$ cat src/rtl/ula_pkg.sv
// Shared definitions for the ALU input controller: opcode encoding, FSM states
// and the pending-opcode step helper.
package ula_pkg;

  localparam int OP_WIDTH = 3;

  typedef logic [OP_WIDTH-1:0] opcode_t;

  localparam opcode_t OP_SOMA = 3'd0;
  localparam opcode_t OP_SUB  = 3'd1;
  localparam opcode_t OP_AND  = 3'd2;
  localparam opcode_t OP_OR   = 3'd3;
  localparam opcode_t OP_MULT = 3'd4;
  localparam opcode_t OP_XOR  = 3'd5;
  localparam opcode_t OP_DIV  = 3'd6;
  localparam opcode_t OP_NONE = 3'd7;

  typedef enum logic [1:0] {
    IDLE     = 2'd0,
    COMMIT   = 2'd1,
    WAIT_REL = 2'd2
  } state_t;

  // The last valid opcode wraps to zero, so OP_NONE is never reached.
  function automatic opcode_t nextOp(input opcode_t op, input int numOps);
    if (int'(op) >= numOps - 1)
      return OP_SOMA;
    return opcode_t'(op + 3'd1);
  endfunction

endpackage

$ cat src/rtl/ula_input_ctrl_debounce.sv
// debounce_key: 2-flop synchroniser, stability counter and one-cycle press
// event for a single active-low push-button.
module debounce_key #(
  parameter int DEBOUNCE_CYCLES = 500000
) (
  input  logic clk,
  input  logic rst_n,
  input  logic i_keyN,
  output logic o_level,
  output logic o_press
);

  localparam int CW = $clog2(DEBOUNCE_CYCLES + 1);
  localparam logic [CW-1:0] LAST = CW'(DEBOUNCE_CYCLES - 1);

  logic          r_sync1;
  logic          r_sync2;
  logic          r_level;
  logic          r_levelDly;
  logic [CW-1:0] r_count;

  // The accepted level only flips after the synced level has disagreed with
  // it for DEBOUNCE_CYCLES consecutive samples.
  always_ff @(posedge clk or negedge rst_n) begin
    if (!rst_n) begin
      r_sync1    <= 1'b1;
      r_sync2    <= 1'b1;
      r_level    <= 1'b1;
      r_levelDly <= 1'b1;
      r_count    <= '0;
    end else begin
      r_sync1    <= i_keyN;
      r_sync2    <= r_sync1;
      r_levelDly <= r_level;
      if (r_sync2 == r_level) begin
        r_count <= '0;
      end else if (r_count == LAST) begin
        r_level <= ~r_level;
        r_count <= '0;
      end else begin
        r_count <= r_count + CW'(1);
      end
    end
  end

  assign o_level = r_level;
  assign o_press = r_levelDly & ~r_level;

endmodule

$ cat src/rtl/ula_input_ctrl.sv
// ula_input_ctrl: registered switch/key input stage feeding the ALU top level.
// Define ULA_AUTO_REPEAT_EN to auto-repeat opcode stepping while KEY0 is held.
module ula_input_ctrl #(
  parameter int DEBOUNCE_CYCLES = 500000,
  parameter int NUM_OPS         = 7,
  parameter int REPEAT_CYCLES   = 25000000
) (
  input  logic       clk,
  input  logic       rst_n,
  input  logic [9:0] sw,
  input  logic [1:0] key_n,
  output logic [3:0] a,
  output logic [3:0] b,
  output logic       cin,
  output logic [2:0] seletor,
  output logic       op_valid,
  output logic       dirty
);

  import ula_pkg::*;

  logic [9:0] r_swSync1;
  logic [9:0] r_swSync2;
  logic       w_key0Level;
  logic       w_key0Press;
  logic       w_key1Level;
  logic       w_key1Press;
  logic       w_repeatTick;
  logic       w_opStep;
  logic       w_unusedSw9;
  opcode_t    r_pending;
  opcode_t    r_snapOp;
  state_t     r_state;
  state_t     w_nextState;
  logic [3:0] r_a;
  logic [3:0] r_b;
  logic       r_cin;
  opcode_t    r_seletor;
  logic       r_opValid;

  always_ff @(posedge clk or negedge rst_n) begin
    if (!rst_n) begin
      r_swSync1 <= '0;
      r_swSync2 <= '0;
    end else begin
      r_swSync1 <= sw;
      r_swSync2 <= r_swSync1;
    end
  end

  assign w_unusedSw9 = r_swSync2[9];

  debounce_key #(.DEBOUNCE_CYCLES(DEBOUNCE_CYCLES)) u_key0 (
    .clk     (clk),
    .rst_n   (rst_n),
    .i_keyN  (key_n[0]),
    .o_level (w_key0Level),
    .o_press (w_key0Press)
  );

  debounce_key #(.DEBOUNCE_CYCLES(DEBOUNCE_CYCLES)) u_key1 (
    .clk     (clk),
    .rst_n   (rst_n),
    .i_keyN  (key_n[1]),
    .o_level (w_key1Level),
    .o_press (w_key1Press)
  );

`ifdef ULA_AUTO_REPEAT_EN
  localparam int RW = $clog2(REPEAT_CYCLES + 1);
  localparam logic [RW-1:0] REP_LAST = RW'(REPEAT_CYCLES - 1);

  logic [RW-1:0] r_repeatCount;

  // Free-runs from the press event while KEY0 stays accepted as pressed.
  always_ff @(posedge clk or negedge rst_n) begin
    if (!rst_n)
      r_repeatCount <= '0;
    else if (w_key0Level || w_repeatTick)
      r_repeatCount <= '0;
    else
      r_repeatCount <= r_repeatCount + RW'(1);
  end

  assign w_repeatTick = !w_key0Level && (r_repeatCount == REP_LAST);
`else
  logic w_unusedRepeat;

  assign w_repeatTick   = 1'b0;
  assign w_unusedRepeat = w_key0Level & (REPEAT_CYCLES > 0);
`endif

  assign w_opStep = w_key0Press | w_repeatTick;

  always_ff @(posedge clk or negedge rst_n) begin
    if (!rst_n)
      r_pending <= OP_SOMA;
    else if (w_opStep)
      r_pending <= nextOp(r_pending, NUM_OPS);
  end

  always_ff @(posedge clk or negedge rst_n) begin
    if (!rst_n)
      r_state <= IDLE;
    else
      r_state <= w_nextState;
  end

  always_comb begin
    w_nextState = r_state;
    case (r_state)
      IDLE:     if (w_key1Press) w_nextState = COMMIT;
      COMMIT:   w_nextState = WAIT_REL;
      WAIT_REL: if (w_key1Level) w_nextState = IDLE;
      default:  w_nextState = IDLE;
    endcase
  end

  // The opcode is captured with the KEY1 event so a KEY0 event in the same
  // cycle cannot leak its increment into the commit.
  always_ff @(posedge clk or negedge rst_n) begin
    if (!rst_n)
      r_snapOp <= OP_SOMA;
    else if (r_state == IDLE && w_key1Press)
      r_snapOp <= r_pending;
  end

  always_ff @(posedge clk or negedge rst_n) begin
    if (!rst_n) begin
      r_a       <= '0;
      r_b       <= '0;
      r_cin     <= 1'b0;
      r_seletor <= OP_SOMA;
      r_opValid <= 1'b0;
    end else begin
      r_opValid <= (r_state == COMMIT);
      if (r_state == COMMIT) begin
        r_a       <= r_swSync2[3:0];
        r_b       <= r_swSync2[7:4];
        r_cin     <= r_swSync2[8];
        r_seletor <= r_snapOp;
      end
    end
  end

  assign a        = r_a;
  assign b        = r_b;
  assign cin      = r_cin;
  assign seletor  = r_seletor;
  assign op_valid = r_opValid;
  assign dirty    = (r_swSync2[8:0] != {r_cin, r_b, r_a}) || (r_pending != r_seletor);

endmodule

$ cat config.mk
export PLATFORM = sky130hd
export DESIGN_NAME = ula_input_ctrl
export DESIGN_NICKNAME = d
export VERILOG_FILES = /design/src/rtl/ula_pkg.sv /design/src/rtl/ula_input_ctrl_debounce.sv /design/src/rtl/ula_input_ctrl.sv
export SDC_FILE = /design/constraint.sdc
export NUM_CORES = 1
export LEC_CHECK = 0
export BUFFER_PORTS_ARGS = -buffer_cell sky130_fd_sc_hd__buf_2
export CORE_MARGIN = 2
export CORE_UTILIZATION = 59
export CTS_CLUSTER_DIAMETER = 200
export DETAILED_ROUTE_END_ITERATION = 12
export PLACE_DENSITY_LB_ADDON = 0.3
export SETUP_SLACK_MARGIN = 0.5
export SKIP_LAST_GASP = 1
export SLEW_MARGIN = 10
export SYNTH_ARGS = -nofsm -noshare
export SYNTH_HDL_FRONTEND = slang
export SYNTH_SLANG_ARGS = --single-unit
$ cat constraint.sdc
create_clock -name clk -period 2.1 [get_ports clk]
set_clock_uncertainty 0.1 [all_clocks]
set_input_delay 0.42 -clock clk [delete_from_list [all_inputs] [get_ports clk]]
set_output_delay 0.42 -clock clk [all_outputs]
set_load 0.01 [all_outputs]
# Word level (Yosys, flattened, before mapping)

Cells that the tools add are included.

$lt $le $gt $ge: 1
Add/sub/neg operators: 3
Reductions and logical operators: 6
Muxes and demuxes: 11
Bitwise operators: 6
Equality and inequality tests: 10

Operators with widths:

| cell                  | count |
|---|---|
| $mux 19               | 4 |
| $add 19x1->19 const B | 2 |
| $eq 19x19->1 const B  | 2 |
| $ne 9x9->1            | 1 |
| $mux 3                | 2 |
| $pmux 2 s3            | 1 |
| $reduce_and 2->1      | 3 |
| $mux 2                | 2 |
| $not 1->1             | 4 |
| $add 3x1->3 const B   | 1 |
| $ge 3x3->1 const B    | 1 |
| $ne 3x3->1            | 1 |
| $and 1x1->1           | 2 |
| $eq 1x1->1            | 2 |
| $eq 2x1->1 const B    | 1 |
| $eq 2x2->1 const B    | 1 |
| $logic_not 2->1       | 1 |
| $mux 1                | 2 |
| $ne 2x1->1 const B    | 1 |
| $ne 2x2->1 const B    | 1 |
| $logic_and 1x1->1     | 1 |
| $logic_or 1x1->1      | 1 |

Output and inout bits: 14
Input bits: 14
Logic and storage cells: 57
Flip-flop bits (word level): 85

# Depth between registers and ports, before layout

Depth after elaboration: 4
Depth in mapped cells: 6

# Cells and area by module

From an unflattened synthesis, not the netlist that was laid out.

Cells, all modules: 303
Area, all modules: 3,663.5 sq um

Modules (own cells, without submodules):

| module                 | instances | cells each | seq. area each (sq um) | area an instance (sq um) |
|---|---|---|---|---|
| ula_input_ctrl         | 1         | 89         | 975.9                  | 1,437.6 |
| debounce_key at u_key1 | 1         | 107        | 580.6                  | 1,116.1 |
| debounce_key at u_key0 | 1         | 107        | 580.6                  | 1,109.8 |

# Least setup slack after synthesis

No wires, ideal clock.

Path type: reg-to-reg
From: register u_key1.r_count[0]
To: register u_key1.r_count[10]
Path buffers: 1
Data required time: 1.879 ns
Library setup time: 0.121 ns
Clock period less this slack: 1.820 ns
Slack: 0.280 ns
Stages on the path, launching flop included: 7
Data arrival time: 1.598 ns
Path through: dfrtp_1 ha_1 and3_1 nand4_1 o21bai_1 buf_2 nor2_1

Word-level cells in the longest chain between the ends: 3
Elaborated cells on any way between the ends: 4
Those cells by class: add/sub (1); eq/ne (1); mux (2)

Ends and longest elaborated chain:

| item                                          | RTL line                                                     | source |
|---|---|---|
| start: declaration                            | ula_input_ctrl_debounce.sv:20                                | `logic [CW-1:0] r_count;` |
| start signal: assignment                      | ula_input_ctrl_debounce.sv:41                                | `r_count <= r_count + CW'(1);` |
| $add 19x1->19 or $eq 19x19->1 (tied branches) | ula_input_ctrl_debounce.sv:41, ula_input_ctrl_debounce.sv:37 |  |
| $mux 19 (*)                                   | ula_input_ctrl_debounce.sv:37                                | `end else if (r_count == LAST) begin` |
| $mux 19 (*)                                   | ula_input_ctrl_debounce.sv:35                                | `if (r_sync2 == r_level) begin` |

Every way passes the cells marked *; elsewhere a longest branch is shown, timed or not.
A chain may end at the register's enable or synchronous reset.

# Worst setup path in the final report

From: register r_pending[2]
To: output dirty

Word-level cells in the longest chain between the ends: 2

Ends and longest elaborated chain:

| item                     | RTL line              | source |
|---|---|---|
| start: declaration       | ula_input_ctrl.sv:31  | `opcode_t r_pending;` |
| start signal: assignment | ula_input_ctrl.sv:99  | `r_pending <= nextOp(r_pending, NUM_OPS);` |
| $ne 3x3->1               | ula_input_ctrl.sv:151 | `assign dirty = (r_swSync2[8:0] != {r_cin, r_b, r_a}) \|\| (r_pending != r_seletor);` |
| $logic_or 1x1->1         | ula_input_ctrl.sv:151 |  |
| end: declaration         | ula_input_ctrl.sv:17  | `output logic dirty` |

Every way passes these cells.

==> impl_metrics.xml <==
<?xml version="1.0" encoding="UTF-8"?>
<metrics>
  <group name="floorplan">
    <metric name="total_die_area" unit="mm^2">0.00661</metric>
    <metric name="num_io_pins" unit="">28</metric>
    <metric name="num_rows" unit="">28</metric>
    <metric name="vert_die_dim" unit="um">81.3</metric>
    <metric name="chipWidth" unit="um">81.3</metric>
    <metric name="fp.coreArea" unit="mm^2">0.00585</metric>
    <metric name="starting_density_of_the_core" unit="">0.603</metric>
  </group>
  <group name="sta">
    <metric name="fin_setup_tns" unit="ns">0</metric>
    <metric name="slew-limit-headroom" unit="">0.687</metric>
    <metric name="final.period_utilization" unit="">0.998</metric>
    <metric name="maxSlewViolCount" unit="">0</metric>
    <metric name="hold_violations" unit="">0</metric>
    <metric name="finalSetupViolCount" unit="">0</metric>
    <metric name="fmax" unit="GHz">0.477</metric>
    <metric name="worst-slew-pin-transition" unit="ns">0.470</metric>
    <metric name="rsz0062_at_grt" unit="">yes</metric>
    <metric name="worst_hold_slack" unit="ns">0.0213</metric>
    <metric name="post-route-min-period" unit="ns">2.10</metric>
  </group>
  <group name="grt">
    <metric name="pin_count_of_the_biggest_net_entering_global_routing" unit="">36</metric>
    <metric name="grt_first_pass_wirelength" unit="um">12300</metric>
    <metric name="global_route.overflow_total" unit="">0</metric>
    <metric name="vias_in_the_first_global_route" unit="">2610</metric>
    <metric name="initial_antenna_violation_count" unit="">0</metric>
    <metric name="grt_use_total" unit="">0.253</metric>
  </group>
  <group name="clocking">
    <metric name="cts.htree.levels" unit="">3</metric>
    <metric name="clock_tree.buffer_depth" unit="">2</metric>
    <metric name="cts.root.buffer_cell" unit="">sky130_fd_sc_hd__clkbuf_8</metric>
    <metric name="clock_tree_from_tritoncts" unit="">built</metric>
    <metric name="numClockSinks" unit="">85</metric>
    <metric name="total_cts_buffers" unit="">9</metric>
    <metric name="worstSkewPairLatency" unit="ns">0.38</metric>
    <metric name="clk_pin_slew" unit="ns">0.10</metric>
  </group>
  <group name="cells_and_area">
    <metric name="design.final.nets" unit="">377</metric>
    <metric name="layout-drive-gt1-share" unit="">0.463</metric>
    <metric name="insertedDiodeCount" unit="">0</metric>
    <metric name="design_area" unit="mm^2">0.00472</metric>
    <metric name="finalNonFillerCells" unit="">440</metric>
    <metric name="synthToLayoutAreaGrowth" unit="%">33.8</metric>
  </group>
  <group name="logic_synthesis">
    <metric name="synth_area" unit="mm^2">0.00353</metric>
    <metric name="yosysWarnings" unit="">0</metric>
    <metric name="post_synth_inst_count" unit="">289</metric>
    <metric name="asyncSetResetFlopFracSynth" unit="">1.00</metric>
    <metric name="edff_count_synth" unit="">0</metric>
    <metric name="synth_flop_cell" unit="">sky130_fd_sc_hd__dfrtp_1</metric>
    <metric name="syn_avg_cell_area" unit="um^2">12.2</metric>
    <metric name="synth_sequential_area_ratio" unit="">0.606</metric>
    <metric name="synth.net_count" unit="">306</metric>
    <metric name="synth_cell_types" unit="">38</metric>
    <metric name="synthDominantCellAreaShare" unit="">0.546</metric>
    <metric name="synth_largest_area_cell" unit="">sky130_fd_sc_hd__dfrtp_1</metric>
    <metric name="synth.ff_latch_count" unit="">85</metric>
    <metric name="synthTopCellsByArea" unit="">sky130_fd_sc_hd__dfrtp_1 (55%), sky130_fd_sc_hd__xor2_1 (6.5%), sky130_fd_sc_hd__dfstp_2 (6.0%), sky130_fd_sc_hd__mux2_2 (5.7%), sky130_fd_sc_hd__nor2_1 (3.6%)</metric>
  </group>
  <group name="min_path">
    <metric name="hp-start" unit="">key_n[0]</metric>
    <metric name="min_delay_worst_type" unit="">input pin to register</metric>
  </group>
  <group name="power_and_ir_drop">
    <metric name="ir_worst_vdd" unit="uV">655</metric>
    <metric name="p_int" unit="mW">2.24</metric>
    <metric name="finalPower" unit="mW">3.06</metric>
    <metric name="power.share.combinational" unit="">0.060</metric>
    <metric name="clk_network_pwr_share" unit="">0.386</metric>
    <metric name="cell_leakage_power" unit="nW">2.06</metric>
    <metric name="power.density_cell_area" unit="mW/mm^2">648</metric>
    <metric name="sequentialPowerShare" unit="">0.554</metric>
    <metric name="net-switching-power" unit="mW">0.823</metric>
    <metric name="switching_share" unit="">0.269</metric>
  </group>
  <group name="drt">
    <metric name="routed-via-count" unit="">2548</metric>
    <metric name="remaining_drc_errors" unit="">0</metric>
    <metric name="wire_per_inst" unit="um">19.2</metric>
    <metric name="number_of_drc_markers_after_the_initial_detailed_route_iteration" unit="">96</metric>
    <metric name="detailedRoute.firstPassIterationCount" unit="">4</metric>
    <metric name="routed_wirelength" unit="um">8450</metric>
    <metric name="ant_nets" unit="">0</metric>
    <metric name="avgViaCountPerCell" unit="">5.79</metric>
  </group>
  <group name="setup_path">
    <metric name="crit_chain" unit="">xor2_1 &gt; nor4_2 &gt; nand3_1 &gt; buf_2</metric>
    <metric name="timing.critical_path.arrival" unit="ns">1.58</metric>
    <metric name="worstSetupEndpointType" unit="">primary output</metric>
    <metric name="timing.critical_path.from_type" unit="">register</metric>
    <metric name="setup.worst_path.start" unit="">r_pending[2]</metric>
    <metric name="worst-setup-path-type" unit="">register to primary output</metric>
    <metric name="critical-path-max-stage-delay" unit="ns">0.43</metric>
    <metric name="rr_startpoint" unit="">u_key1.r_count[8]</metric>
    <metric name="crit_path_top_delay_cell" unit="">sky130_fd_sc_hd__dfrtp_1</metric>
    <metric name="cp_max_fo" unit="">2</metric>
    <metric name="timing.critical_path.required" unit="ns">1.58</metric>
  </group>
  <group name="job">
    <metric name="max_cap_violations" unit="">0</metric>
  </group>
  <group name="placed_design">
    <metric name="gp_routability_congestion" unit="">0.789</metric>
    <metric name="dpl-instance-area" unit="mm^2">0.00384</metric>
    <metric name="post-dp-hpwl" unit="um">4400</metric>
    <metric name="place.detailed.instances" unit="">392</metric>
    <metric name="buffer_ports.inserted" unit="">26</metric>
  </group>
  <group name="outcome">
    <metric name="outcome" unit="">finished clean</metric>
  </group>
</metrics>
cells in the final DEF (no fill, tap or decap), types with 11 or more instances in the layout:
| cell type | Yosys | routed |
|---|---|---|
| sky130_fd_sc_hd__buf_2 | 3 | 25 |
| sky130_fd_sc_hd__buf_4 | 0 | 28 |
| sky130_fd_sc_hd__mux2_2 | 18 | 16 |
| sky130_fd_sc_hd__nand4_1 | 14 | 14 |
| sky130_fd_sc_hd__xor2_1 | 26 | 24 |
| sky130_fd_sc_hd__xnor2_1 | 14 | 14 |
| sky130_fd_sc_hd__dfrtp_1 | 77 | 74 |
| sky130_fd_sc_hd__nand2_1 | 11 | 11 |
| sky130_fd_sc_hd__nor2_4 | 0 | 19 |
registers in the layout (all words and copies together), names as in the netlist, 2 cells and up:
register and count:
r_pending 3, r_swSync2 9, u_key0.r_count 19, seletor 3, r_swSync1 9, b 4
r_snapOp 3, u_key1.r_count 19, a 4, r_state 2
timing repair:
action / in CTS / in global routing
gates resized for setup: 35 / 58
setup endpoints to repair: 38 / 38
setup buffers: 22 / 4
hold endpoints to repair: 28 / 0
hold buffers: 1 / 0
pin swaps: 19 / 25
cloned: 4 / 1
through the flow:
| step | utilization | setup slack, ns |
|---|---|---|
| after floorplan | - | 0.341 |
| after global placement | 0.656 | 0.338 |
| after detailed placement | 0.656 | 0.306 |
| after CTS | 0.754 | 0.0284 |
| after global routing | 0.807 | -0.0640 |
| final | 0.807 | 0.00429 |
worst paths after layout:
kind	cells after the start	end	slack, ns
setup / recovery	4	dirty	0.004
hold / removal	1	u_key0.r_sync1	0.02
setup reg to reg	6	u_key1.r_count[18]	0.25
hold reg to reg	0	r_swSync2[7]	0.26
max in group asynchronous	3	u_key0.o_level	0.89
min in group asynchronous	2	u_key1.r_count[7]	0.44
worst max-delay path: cells and delay by family, from the launching register on:
kind / cells / cell delay (ns)
DFF: 1 / 0.43
xor gates and xnor gates: 1 / 0.18
buffers and inverters: 1 / 0.15
and+or+nand+nor: 2 / 0.45
cells in the mapped netlist (2+ instances only):
cell / n
sky130_fd_sc_hd__a21oi_1: 9
sky130_fd_sc_hd__and2_1: 3
sky130_fd_sc_hd__and3_1: 2
sky130_fd_sc_hd__and4_1: 3
sky130_fd_sc_hd__buf_2: 3
sky130_fd_sc_hd__clkbuf_1: 2
sky130_fd_sc_hd__dfrtp_1: 77
sky130_fd_sc_hd__dfstp_2: 8
sky130_fd_sc_hd__ha_1: 3
sky130_fd_sc_hd__inv_1: 6
sky130_fd_sc_hd__mux2_2: 18
sky130_fd_sc_hd__nand2_1: 11
sky130_fd_sc_hd__nand2b_1: 2
sky130_fd_sc_hd__nand3_1: 12
sky130_fd_sc_hd__nand4_1: 14
sky130_fd_sc_hd__nor2_1: 34
sky130_fd_sc_hd__nor3_1: 3
sky130_fd_sc_hd__nor4_1: 10
sky130_fd_sc_hd__nor4b_1: 3
sky130_fd_sc_hd__o21ai_0: 5
sky130_fd_sc_hd__o31ai_1: 3
sky130_fd_sc_hd__or3_1: 2
sky130_fd_sc_hd__or4_1: 3
sky130_fd_sc_hd__xnor2_1: 14
sky130_fd_sc_hd__xor2_1: 26
power groups by stage:
stage               sequential (mW)  clock [mW]  combinational [mW]
finish                         1.69        1.18               0.184
global route                   1.70        1.27               0.201
CTS                            1.69        1.19               0.140
detailed placement             1.72           0              0.0961
global placement               1.72           0              0.0936
floorplan                      1.72           0              0.0380
cells by family (layout without fill, tap and decap cells):
| group | count (synthesis) | count (layout) | synth area share |
|---|---|---|---|
| DFF | 85 | 85 | 0.606 |
| and+or+nand+nor | 109 | 109 | 0.170 |
| buffers and inverters | 12 | 88 | 0.0160 |
| xor gates and xnor gates | 40 | 40 | 0.0993 |
| adders and majority gates | 3 | 3 | 0.0106 |
| AOI/OAI and AO/OA | 22 | 22 | 0.0415 |
| muxes | 18 | 18 | 0.0574 |
cell type report:
type,count,area [um^2]
clock buffers,9,124
clock inverters,7,93.8
fillers,321,1130
inverters,6,22.5
multi-input cells,192,1690
flip-flops and latches,85,2140
well taps,75,93.8
repair buffers,66,557
metal layers:
metal	share of wire	wire length, um	up-vias	global-route usage
li1	-	-	1152	-
met1	0.37	3090	1289	0.279
met3	0.053	450	30	0.0700
met4	0.031	264	0	0.107
met5	0	0	-	0
met2	0.55	4650	77	0.454
(Power assumes the default switching activity.)
